<file path="config.mk">
export PLATFORM = sky130hd
export DESIGN_NAME = mac_feeder
export DESIGN_NICKNAME = d
export VERILOG_FILES = /design/src/rtl/mac_feeder_pkg.sv /design/src/rtl/mac_feeder.sv
export SDC_FILE = /design/constraint.sdc
export NUM_CORES = 1
export LEC_CHECK = 0
export CORE_ASPECT_RATIO = 0.8
export CORE_MARGIN = 4
export CORE_UTILIZATION = 44
export DETAILED_ROUTE_END_ITERATION = 16
export GPL_ROUTABILITY_DRIVEN = 0
export PLACE_DENSITY = 0.86
export SYNTH_ARGS = -nofsm -noshare
export SYNTH_HDL_FRONTEND = slang
export SYNTH_SLANG_ARGS = --single-unit
</file>
<file path="constraint.sdc">
create_clock -name clk -period 2.29 [get_ports clk]
set_input_delay 0.687 -clock clk [delete_from_list [all_inputs] [get_ports clk]]
set_output_delay 0.687 -clock clk [all_outputs]
set_load 0.03 [all_outputs]
</file>
<file path="src/rtl/mac_feeder_pkg.sv">
// mac_feeder_pkg: shared types for the MAC operand feeder.
//   mac_feeder_state_t : feeder FSM state encoding
//   `MAC_FEEDER_FF     : async active-low reset register (clk / arst_n_in)
`ifndef MAC_FEEDER_FF
`define MAC_FEEDER_FF(q, d, rst) \
   always_ff @(posedge clk or negedge arst_n_in) begin \
      if (!arst_n_in) q <= (rst); \
      else            q <= (d); \
   end
`endif

package mac_feeder_pkg;

   typedef enum logic [2:0] {
      ST_IDLE    = 3'd0,
      ST_STREAM  = 3'd1,
      ST_DRAIN   = 3'd2,
      ST_CAPTURE = 3'd3,
      ST_OUTPUT  = 3'd4
   } mac_feeder_state_t;

endpackage : mac_feeder_pkg

</file>
<file path="src/rtl/mac_feeder.sv">
// mac_feeder: sequences one dot product through an external MAC.
//   clk, arst_n_in               : clock, async active-low reset
//   start, len                   : job request and product count (sampled on start)
//   busy                         : high whenever the FSM is not idle
//   op_valid/op_ready/op_a/op_b  : operand stream
//   mac_input_valid, mac_accumulate_internal, mac_a, mac_b : MAC drive
//   mac_out                      : MAC result
//   res_valid/res_ready/res_data : result handshake
module mac_feeder
   import mac_feeder_pkg::*;
#(
   parameter int unsigned A_WIDTH      = 16,
   parameter int unsigned B_WIDTH      = 16,
   parameter int unsigned OUTPUT_WIDTH = 16,
   parameter int unsigned CNT_WIDTH    = 8
) (
   input  logic                           clk,
   input  logic                           arst_n_in,
   input  logic                           start,
   input  logic [CNT_WIDTH-1:0]           len,
   output logic                           busy,
   input  logic                           op_valid,
   output logic                           op_ready,
   input  logic signed [A_WIDTH-1:0]      op_a,
   input  logic signed [B_WIDTH-1:0]      op_b,
   output logic                           mac_input_valid,
   output logic                           mac_accumulate_internal,
   output logic [A_WIDTH-1:0]             mac_a,
   output logic [B_WIDTH-1:0]             mac_b,
   input  logic signed [OUTPUT_WIDTH-1:0] mac_out,
   output logic                           res_valid,
   input  logic                           res_ready,
   output logic [OUTPUT_WIDTH-1:0]        res_data
);

   mac_feeder_state_t           state_q, state_d;
   logic [CNT_WIDTH-1:0]        cnt_q, cnt_d;
   logic [CNT_WIDTH-1:0]        len_q, len_d;
   logic [A_WIDTH-1:0]          mac_a_q, mac_a_d;
   logic [B_WIDTH-1:0]          mac_b_q, mac_b_d;
   logic                        mac_valid_q, mac_valid_d;
   logic                        mac_acc_q, mac_acc_d;
   logic [OUTPUT_WIDTH-1:0]     res_data_q, res_data_d;
   logic                        res_valid_q, res_valid_d;
   logic                        last_c;

   // Final product of the job is the one taken at cnt == len_q-1; cnt never passes it.
   assign last_c = (cnt_q == (len_q - CNT_WIDTH'(1)));

   // Next-state and datapath update.
   always_comb begin
      state_d     = state_q;
      cnt_d       = cnt_q;
      len_d       = len_q;
      mac_a_d     = mac_a_q;
      mac_b_d     = mac_b_q;
      mac_acc_d   = mac_acc_q;
      mac_valid_d = 1'b0;
      res_data_d  = res_data_q;

      case (state_q)
         ST_IDLE: begin
            if (start && (len != '0)) begin
               len_d   = len;
               cnt_d   = '0;
               state_d = ST_STREAM;
            end
         end
         ST_STREAM: begin
            if (op_valid) begin
               mac_a_d     = op_a;
               mac_b_d     = op_b;
               mac_valid_d = 1'b1;
               // First product restarts the MAC accumulator.
               mac_acc_d   = (cnt_q != '0);
               if (last_c) state_d = ST_DRAIN;
               else        cnt_d   = cnt_q + CNT_WIDTH'(1);
            end
         end
         // MAC absorbs the last product during this cycle.
         ST_DRAIN:   state_d = ST_CAPTURE;
         ST_CAPTURE: begin
            res_data_d = mac_out;
            state_d    = ST_OUTPUT;
         end
         ST_OUTPUT: begin
            if (res_ready) state_d = ST_IDLE;
         end
         default:    state_d = ST_IDLE;
      endcase

      res_valid_d = (state_d == ST_OUTPUT);
   end

   `MAC_FEEDER_FF(state_q,     state_d,     ST_IDLE)
   `MAC_FEEDER_FF(cnt_q,       cnt_d,       '0)
   `MAC_FEEDER_FF(len_q,       len_d,       '0)
   `MAC_FEEDER_FF(mac_a_q,     mac_a_d,     '0)
   `MAC_FEEDER_FF(mac_b_q,     mac_b_d,     '0)
   `MAC_FEEDER_FF(mac_valid_q, mac_valid_d, 1'b0)
   `MAC_FEEDER_FF(mac_acc_q,   mac_acc_d,   1'b0)
   `MAC_FEEDER_FF(res_data_q,  res_data_d,  '0)
   `MAC_FEEDER_FF(res_valid_q, res_valid_d, 1'b0)

   assign busy                    = (state_q != ST_IDLE);
   assign op_ready                = (state_q == ST_STREAM);
   assign mac_input_valid         = mac_valid_q;
   assign mac_accumulate_internal = mac_acc_q;
   assign mac_a                   = mac_a_q;
   assign mac_b                   = mac_b_q;
   assign res_valid               = res_valid_q;
   assign res_data                = res_data_q;

endmodule : mac_feeder

</file>
==> flow_metrics.tcl, run 1 <==
set metrics [dict create \
    place_area_sq_mm 0.004415 \
    coreArea_sq_mm 0.006892 \
    grt_pass1_vias 2737 \
    setup_violations 0 \
    pwr-share-clk 0.181 \
    multi_input_area_sq_mm 0.001284 \
    clockRootBuffer "clkbuf_8" \
    use_met2 0.3280 \
    synth_cells 314 \
    grt_max_degree 71 \
    yosysMostFrequentCell "nand2_1" \
    holdWs_ps 356.8 \
    initial_utilization 0.4523 \
    n_antenna_cell 0 \
    synth_warnings 0 \
    seqPwrFrac 0.322 \
    async_flop_share 1.000 \
    cts_buffer_depth 2 \
    antenna_found_initial 0 \
    max_freq_mhz 451.5 \
    worst_pin_slew_ps 826.5 \
    register_area_sq_mm 0.001752 \
    synth_nets 378 \
    ys_seq_area_frac 0.5620 \
    sw_frac_of_total 0.3989 \
    power_leakage_uw 0.002137 \
    clock_latency_ps 340 \
    ctsHtreeMaxLevel 3 \
    power_per_cell_area_mw_per_mm2 1371 \
    cts_tree "yes" \
    yosysTopAreaCell "dfrtp_1" \
    worstSetupStartpointType "register" \
    dr.pass1.iters 5 \
    die_area_sq_mm 0.008502 \
    ant_nets 0 \
    num_vias 2674 \
    maxCapViolations 0 \
    ys_seq_elements 70 \
    r2r_cells 7 \
    synth.avg_cell_area_sq_um 9.926 \
    slew_violations 0 \
    rows 27 \
    use_met3 0.08732 \
    slew_headroom 0.4473 \
    post-route-period-util 0.9672 \
    min_period_ps 2215 \
    grtUsageMet1 0.2275 \
    fill_cells 554 \
    port_buffers 113 \
    hold_violations 0 \
    track_usage 0.1933 \
    path_max_fanout 8 \
    synth_edf_count 0 \
    cts.clk_slew.worst_paths_ps 70 \
    route.detailed.drc 0 \
    status "complete, no violations" \
    drt-vias-per-instance 5.007 \
    cts_sinks 70 \
    gr-total-overflow 0 \
    fin_skew_ps 6.895 \
    combPwrFrac 0.497 \
    synth.area.top_cells "dfrtp_1 56%, nand2_1 15%, mux2_2 5.8%" \
    routed_wl_microns 7881 \
    layout-drive-gt1-share 0.1499 \
    num-nets-final 507 \
    final_util 0.6792 \
    end_kind "register" \
    p_switching_uw 2561 \
    fp.dieH_microns 83.28 \
    yosysTopAreaCellShare 0.5620 \
    grt_pass1_wl_microns 12940 \
    area_delta_synth_final_pct 50.18 \
    synth_commonest_cells "124 x nand2_1, 70 x dfrtp_1, 16 x mux2_2" \
    busiest_layer "met2" \
    dp_hpwl_microns 5708 \
    final_area_sq_mm 0.004681 \
    drt_iter0_drc 140 \
    ys_types 53 \
    cp.required_ps 2520 \
    die-width_microns 102.1 \
    crit_arrival_ps 2450 \
    ir_drop_mv 0.7811 \
    wl_per_cell_microns 14.76 \
    cts_buffers 9 \
    pin_count 114 \
    total_power_uw 6419 \
    synthFlopType "dfrtp_1" \
    worst_hold_path_type "input pin to async pin" \
    criticalPathCategory "register to register" \
    intPower_uw 3858 \
    syn_area_sq_mm 0.003117 \
]
[registers in the layout, indices dropped and copies added (netlist names)]
| register | count |
|---|---|
| cnt_q | 8 |
| res_data | 16 |
| state_q | 3 |
| mac_a | 16 |
| mac_input_valid | 1 |
| mac_accumulate_internal | 1 |
| res_valid | 1 |
| mac_b | 16 |
| len_q | 8 |
[layer usage]
layer  vias up  share of wire
li1       1295              -
met1      1285           0.39
met2        86           0.51
met3         8          0.087
met4         0         0.0085
met5         -              0
[worst max-delay path, cell delays in order (launching register included)]
cell and delay, ps:
dfrtp_1 480, nor4_2 410, and4b_1 270, a41oi_2 60, a211oi_4 420, buf_4 230
nand2_1 60, a21o_1 170
[cells by family (layout without fill, tap and decap cells)]
kind of cell | after synthesis | count (layout) | share of synthesized area
DFF | 70 | 70 | 0.5620
xor gates and xnor gates | 8 | 8 | 0.02489
adders and majority gates | 3 | 3 | 0.01204
AOI/OAI and AO/OA | 24 | 24 | 0.05299
and+or+nand+nor | 170 | 170 | 0.2449
muxes | 19 | 19 | 0.06905
buffers and inverters | 20 | 153 | 0.03412
[metrics by stage]
stage               instances  setup WS, ps  TNS [ps]
floorplan                 314         187.1         0
global placement          518        -24.12    -73.78
detailed placement        518        -101.1    -370.5
CTS                       533         6.017         0
global route              534        -103.2    -373.7
finish                    534         75.04         0
[power groups by stage]
stage	Combinational (uW)	Sequential (uW)	Clock (uW)
after floorplan	1070	2850	0
after global placement	3090	2050	0
after detailed placement	3180	2080	0
after CTS	3180	2060	1200
after global routing	3440	2150	1260
final	3190	2070	1160
[cells in the final DEF (no fill, tap or decap), types with 4 or more instances in the layout]
cell type and count:
clkdlybuf4s50_1 110, o21ai_0 6, mux2_2 16, dfrtp_1 70, a21oi_1 4, nand2_1 124, inv_1 5, buf_4 18
xnor2_1 6, nor3_1 6, nand3_1 4, nor2_1 6, clkbuf_8 9
[what timing repair did]
item	CTS	global route
endpoints found under the setup margin	2	7
gates resized for setup	2	4
hold buffers	0	0
hold endpoints to repair	0	0
pin swaps	0	1
buffers inserted	0	1
[path summary, 6_finish.rpt]
kind,startpoint,endpoint,slack [ps]
worst max-delay path,len_q[2],state_q[0],80
worst min-delay path,arst_n_in,len_q[1],360
worst max register to register,len_q[2],state_q[0],80
worst min register to register,mac_a[3],mac_a[3],470
max in group asynchronous,arst_n_in,mac_b[10],1630
min in group clk,mac_a[3],mac_a[3],470
[final cells by class]
cell class,instances,share of cell area
Multi-Input combinational cell,224,0.2743
Sequential cell,70,0.3742
Timing Repair Buffer,132,0.2732
Clock buffer,9,0.02646
Tap cell,87,0.02326
Inverter,6,0.004812
Clock inverter,6,0.02379
Note: power is estimated with default switching activity, not from simulation.
==> run 2: changes to the inputs <==
- CAP_MARGIN: not set -> 40
- CORE_ASPECT_RATIO: 0.8 -> not set
==> run 2 against run 1 <==
Against the previous run:
- clock skew hardly changed
- critical path depth stayed put
- combinational power hardly changed
- design area is 1.4% lower
- first-iteration DRC count is 39% lower
- count of clock-buffer cells in the layout is 3 higher
- via count is 1.6% lower
- critical endpoint unchanged
- register-to-register slack hardly changed
- utilization is 0.36 points lower
- highest routed layer unchanged
- global-route usage is 0.74 points lower
- largest cell class unchanged
- largest power group unchanged
==> flow_metrics.tcl, run 2 (synthesized netlist as in run 1, its figures left out) <==
set metrics [dict create \
    final_cell_mix "124 x nand2_1, 110 x clkdlybuf4s50_1, 70 x dfrtp_1" \
    drt_iter0_drc 85 \
    grt_pass1_vias 2711 \
    wl_per_cell_microns 14.10 \
    die-width_microns 92.17 \
    maxCapViolations 0 \
    routed_wl_microns 7671 \
    cts_tree "yes" \
    min_period_ps 2202 \
    ant_nets 0 \
    ctsHtreeMaxLevel 3 \
    path_max_fanout 8 \
    cts_buffers 9 \
    slew_headroom 0.4444 \
    n_antenna_cell 0 \
    pin_count 114 \
    end_kind "register" \
    dr.pass1.iters 4 \
    clock_latency_ps 330 \
    ctsHoldBuffers 0 \
    post-route-period-util 0.9617 \
    setup_violations 0 \
    cp.required_ps 2510 \
    total_power_uw 6085 \
    ir_drop_mv 0.7422 \
    critical_path_buf_inv_count 1 \
    drt-vias-per-instance 4.835 \
    cts_sinks 70 \
    cts_buffer_depth 2 \
    worst_hold_path_type "input pin to async pin" \
    worst_pin_slew_ps 830.9 \
    cts.clk_slew.worst_paths_ps 70 \
    route.detailed.drc 0 \
    slowest_delay_ps 480 \
    area_delta_synth_final_pct 48.09 \
    hold_violations 0 \
    setup-tns-final_ps 0 \
    clockRootBuffer "clkbuf_8" \
    worstSetupStartpointType "register" \
    fin_skew_ps 7.245 \
    num-nets-final 507 \
    antenna_found_initial 0 \
    grt_max_degree 41 \
    rows 30 \
    fp.dieH_microns 92.17 \
    coreArea_sq_mm 0.006832 \
    cp_slowest_cell "dfrtp_1" \
    slew_violations 0 \
    path_cells "nor4_2, and4b_1, a41oi_2, a211oi_4, buf_4, nand2_1, a21o_1" \
    critPathTopFamily "simple AND/OR/NAND/NOR gates" \
    initial_utilization 0.4562 \
    grt_pass1_wl_microns 12640 \
    criticalPathCategory "register to register" \
    status "complete, no violations" \
    port_buffers 113 \
    track_usage 0.1858 \
    die_area_sq_mm 0.008494 \
    power_per_cell_area_mw_per_mm2 1318 \
    final_common_cell "nand2_1" \
    crit_arrival_ps 2430 \
    layout-drive-gt1-share 0.1473 \
    power_leakage_uw 0.002108 \
    max_freq_mhz 454.1 \
    gr-total-overflow 0 \
    dp_hpwl_microns 5706 \
    num_vias 2630 \
]
[run 2: path summary, 6_finish.rpt]
| path | startpoint | end | slack [ps] | depth (start not counted) |
|---|---|---|---|---|
| min in group clk | mac_a[8] | mac_a[8] | 480 | 2 |
| worst min-delay path | arst_n_in | mac_b[14] | 330 | 1 |
| max in group asynchronous | arst_n_in | mac_accumulate_internal | 1360 | 2 |
| worst max register to register | len_q[2] | state_q[0] | 90 | 7 |
| worst min register to register | mac_a[8] | mac_a[8] | 480 | 2 |
| worst max-delay path | len_q[2] | state_q[0] | 90 | 7 |
[run 2: per-layer routing]
metal / GRT usage / vias to the layer above / part of all wire
li1: - / 1293 / -
met1: 0.2203 / 1247 / 0.40
met2: 0.3133 / 77 / 0.51
met3: 0.06317 / 13 / 0.071
met4: 0.06683 / 0 / 0.018
met5: 0 / - / 0
[run 2: per-stage QoR]
step	utilization	cell area, sq um	setup WS, ps	std cells	hold WS (ps)
2_1_floorplan	-	3117	187.1	314	391.4
3_3_place_gp	0.6480	4427	21.71	527	457.0
3_5_place_dp	0.6480	4427	-10.77	527	462.4
4_1_cts	0.6722	4592	27.51	543	341.6
5_1_grt	0.6756	4616	-39.32	544	366.4
6_report	0.6756	4616	87.61	544	333.1
[run 2: cell type report]
cell class	count	area (sq um)
Clock buffer	12	145.1
Clock inverter	4	22.52
Multi-Input combinational cell	224	1275
Inverter	6	22.52
Timing Repair Buffer	132	1279
Sequential cell	70	1752
Fill cell	556	2216
Tap cell	96	120.1
[run 2: timing repair]
action / CTS / global route
resized for setup: 2 / 3
gates cloned: 0 / 0
setup buffers: 0 / 1
endpoints found under the setup margin: 2 / 7
endpoints found under the hold margin: 0 / 0
pin swaps: 0 / 1
[run 2: power by group]
| group | switching [uW] | internal (uW) | leakage [uW] | total (uW) |
|---|---|---|---|---|
| sequential | 335 | 1740 | 0.000859 | 2070 |
| clock | 434 | 418 | 0.0000861 | 852 |
| combinational | 1760 | 1400 | 0.00116 | 3160 |
| total | 2530 | 3560 | 0.00211 | 6080 |
==> run 3: changes to the inputs <==
--- a/config.mk
+++ b/config.mk
@@ -12,3 +12,5 @@
 export GPL_ROUTABILITY_DRIVEN = 0
+export MAX_ROUTING_LAYER = met4
 export PLACE_DENSITY = 0.86
+export SLEW_MARGIN = 20
 export SYNTH_ARGS = -nofsm -noshare
--- a/constraint.sdc
+++ b/constraint.sdc
@@ -3,2 +3,2 @@
 set_output_delay 0.687 -clock clk [all_outputs]
-set_load 0.03 [all_outputs]
+set_load 0.01 [all_outputs]
==> run 3 against run 2 <==
Against the previous run:
- count of clock-buffer cells in the layout did not move
- cell count is 0.18% higher
- sequential power about the same
- die area is the same
- via count grew 1.9%
- utilization grew 0.49 points
- critical path depth fell by 4
- maximum frequency down 0.35%
- setup slack got worse by 7.7 ps
- first-iteration DRC count grew 67%
- total power is 9.6% lower
- critical endpoint is now busy
==> flow_metrics.tcl, run 3 (synthesized netlist as in run 1, its figures left out) <==
set metrics [dict create \
    end_kind "primary output" \
    power_per_cell_area_mw_per_mm2 1183 \
    coreArea_sq_mm 0.006832 \
    layout-drive-gt1-share 0.1537 \
    cts.clk_slew.worst_paths_ps 70 \
    initial_utilization 0.4562 \
    use_met3 0.05414 \
    port_buffers 113 \
    ctsHtreeMaxLevel 3 \
    grt_max_degree 41 \
    drt-vias-per-instance 4.916 \
    rows 30 \
    antenna_found_initial 0 \
    cp_slowest_cell "clkdlybuf4s50_1" \
    dr.pass1.iters 4 \
    cts_tree "yes" \
    slew_violations 0 \
    post-route-period-util 0.9651 \
    area_delta_synth_final_pct 49.18 \
    criticalPathCategory "register to primary output" \
    routed_wl_microns 7901 \
    grt_pass1_vias 2812 \
    clock_latency_ps 340 \
    setup_violations 0 \
    final_common_cell "nand2_1" \
    pre_cts_ws_ps -11.76 \
    fin_skew_ps 8.823 \
    gr-total-overflow 0 \
    cp.required_ps 1600 \
    hold_violations 0 \
    ant_nets 0 \
    min_period_ps 2210 \
    clockRootBuffer "clkbuf_8" \
    max_freq_mhz 452.5 \
    slowest_delay_ps 470 \
    use_met2 0.3200 \
    cts_buffer_depth 2 \
    crit_path_start "state_q[1]" \
    die_area_sq_mm 0.008494 \
    wl_per_cell_microns 14.50 \
    dp_hpwl_microns 5845 \
    grt_pass1_wl_microns 12780 \
    status "complete, no violations" \
    fp.dieH_microns 92.17 \
    track_usage 0.1922 \
    critical_path_buf_inv_count 2 \
    slew_headroom 0.6422 \
    path_max_fanout 6 \
    rsz0062_at_grt "false" \
    worstSetupStartpointType "register" \
    route.detailed.drc 0 \
    worst_hold_path_type "input pin to async pin" \
    n_antenna_cell 0 \
    reg2reg_from "len_q[0]" \
    die-width_microns 92.17 \
    final_cell_mix "124 x nand2_1, 111 x clkdlybuf4s50_1, 68 x dfrtp_1" \
    num-nets-final 508 \
    setup_slack_ps 79.92 \
    cts_sinks 70 \
    num_vias 2679 \
    drt_iter0_drc 142 \
    pin_count 114 \
    maxCapViolations 0 \
    critPathTopFamily "buffers and inverters" \
    worst_pin_slew_ps 536.7 \
    cts_buffers 9 \
    crit_arrival_ps 1520 \
    grtUsageMet1 0.2169 \
    busiest_layer "met2" \
    path_cells "nor3_4, inv_1, clkdlybuf4s50_1" \
    ir_drop_mv 0.6618 \
    power_leakage_uw 0.002118 \
    ctsHoldBuffers 0 \
    total_power_uw 5498 \
]
-- run 3: cell types whose count changed in the layout (fill, tap and decap cells not counted), sizes merged --
cell / before / now
dlygate4sd2: 2 / 1
buf: 20 / 21
clkdlybuf4s50: 110 / 111
-- run 3: through the flow --
stage / std cells / utilization / hold WS [ps] / cell area (sq um) / setup TNS [ps]
floorplan: 314 / - / 391.4 / 3117 / 0
global placement: 525 / 0.6458 / 457.0 / 4412 / 0
finish: 545 / 0.6806 / 322.6 / 4649 / 0
global route: 545 / 0.6806 / 353.2 / 4649 / 0
detailed placement: 525 / 0.6458 / 461.8 / 4412 / -22.66
CTS: 541 / 0.6718 / 331.3 / 4589 / 0
-- run 3: layout make-up --
class	count	area, sq um
multi-input cells	224	1290
flip-flops and latches	70	1754
clock buffers	12	145.1
well taps	96	120.1
fillers	540	2182
repair buffers	133	1295
inverters	6	22.52
clock inverters	4	22.52
-- run 3: power by group --
part	switching, uW	internal [uW]
Sequential	345	1740
Combinational	1130	1420
Clock	446	418
Total	1930	3570
-- run 3: routing by layer --
metal,vias to the layer above,routed length (microns)
li1,1303,-
met1,1273,3232
met2,87,4043
met3,16,463
met4,0,162
met5,-,0
-- run 3: repair_timing --
item	in CTS	in global routing
pin swaps	1	1
endpoints found under the setup margin	2	10
gates resized for setup	3	6
setup buffers	0	3
-- run 3: path summary, 6_finish.rpt --
| check | to | slack [ps] | depth (start not counted) |
|---|---|---|---|
| worst max-delay path | busy | 80 | 3 |
| worst min-delay path | mac_a[0] | 320 | 1 |
| worst max register to register | cnt_q[1] | 110 | 7 |
| worst min register to register | mac_b[2] | 470 | 2 |
| max in group asynchronous | state_q[1] | 1350 | 2 |
| min in group clk | mac_b[2] | 470 | 2 |
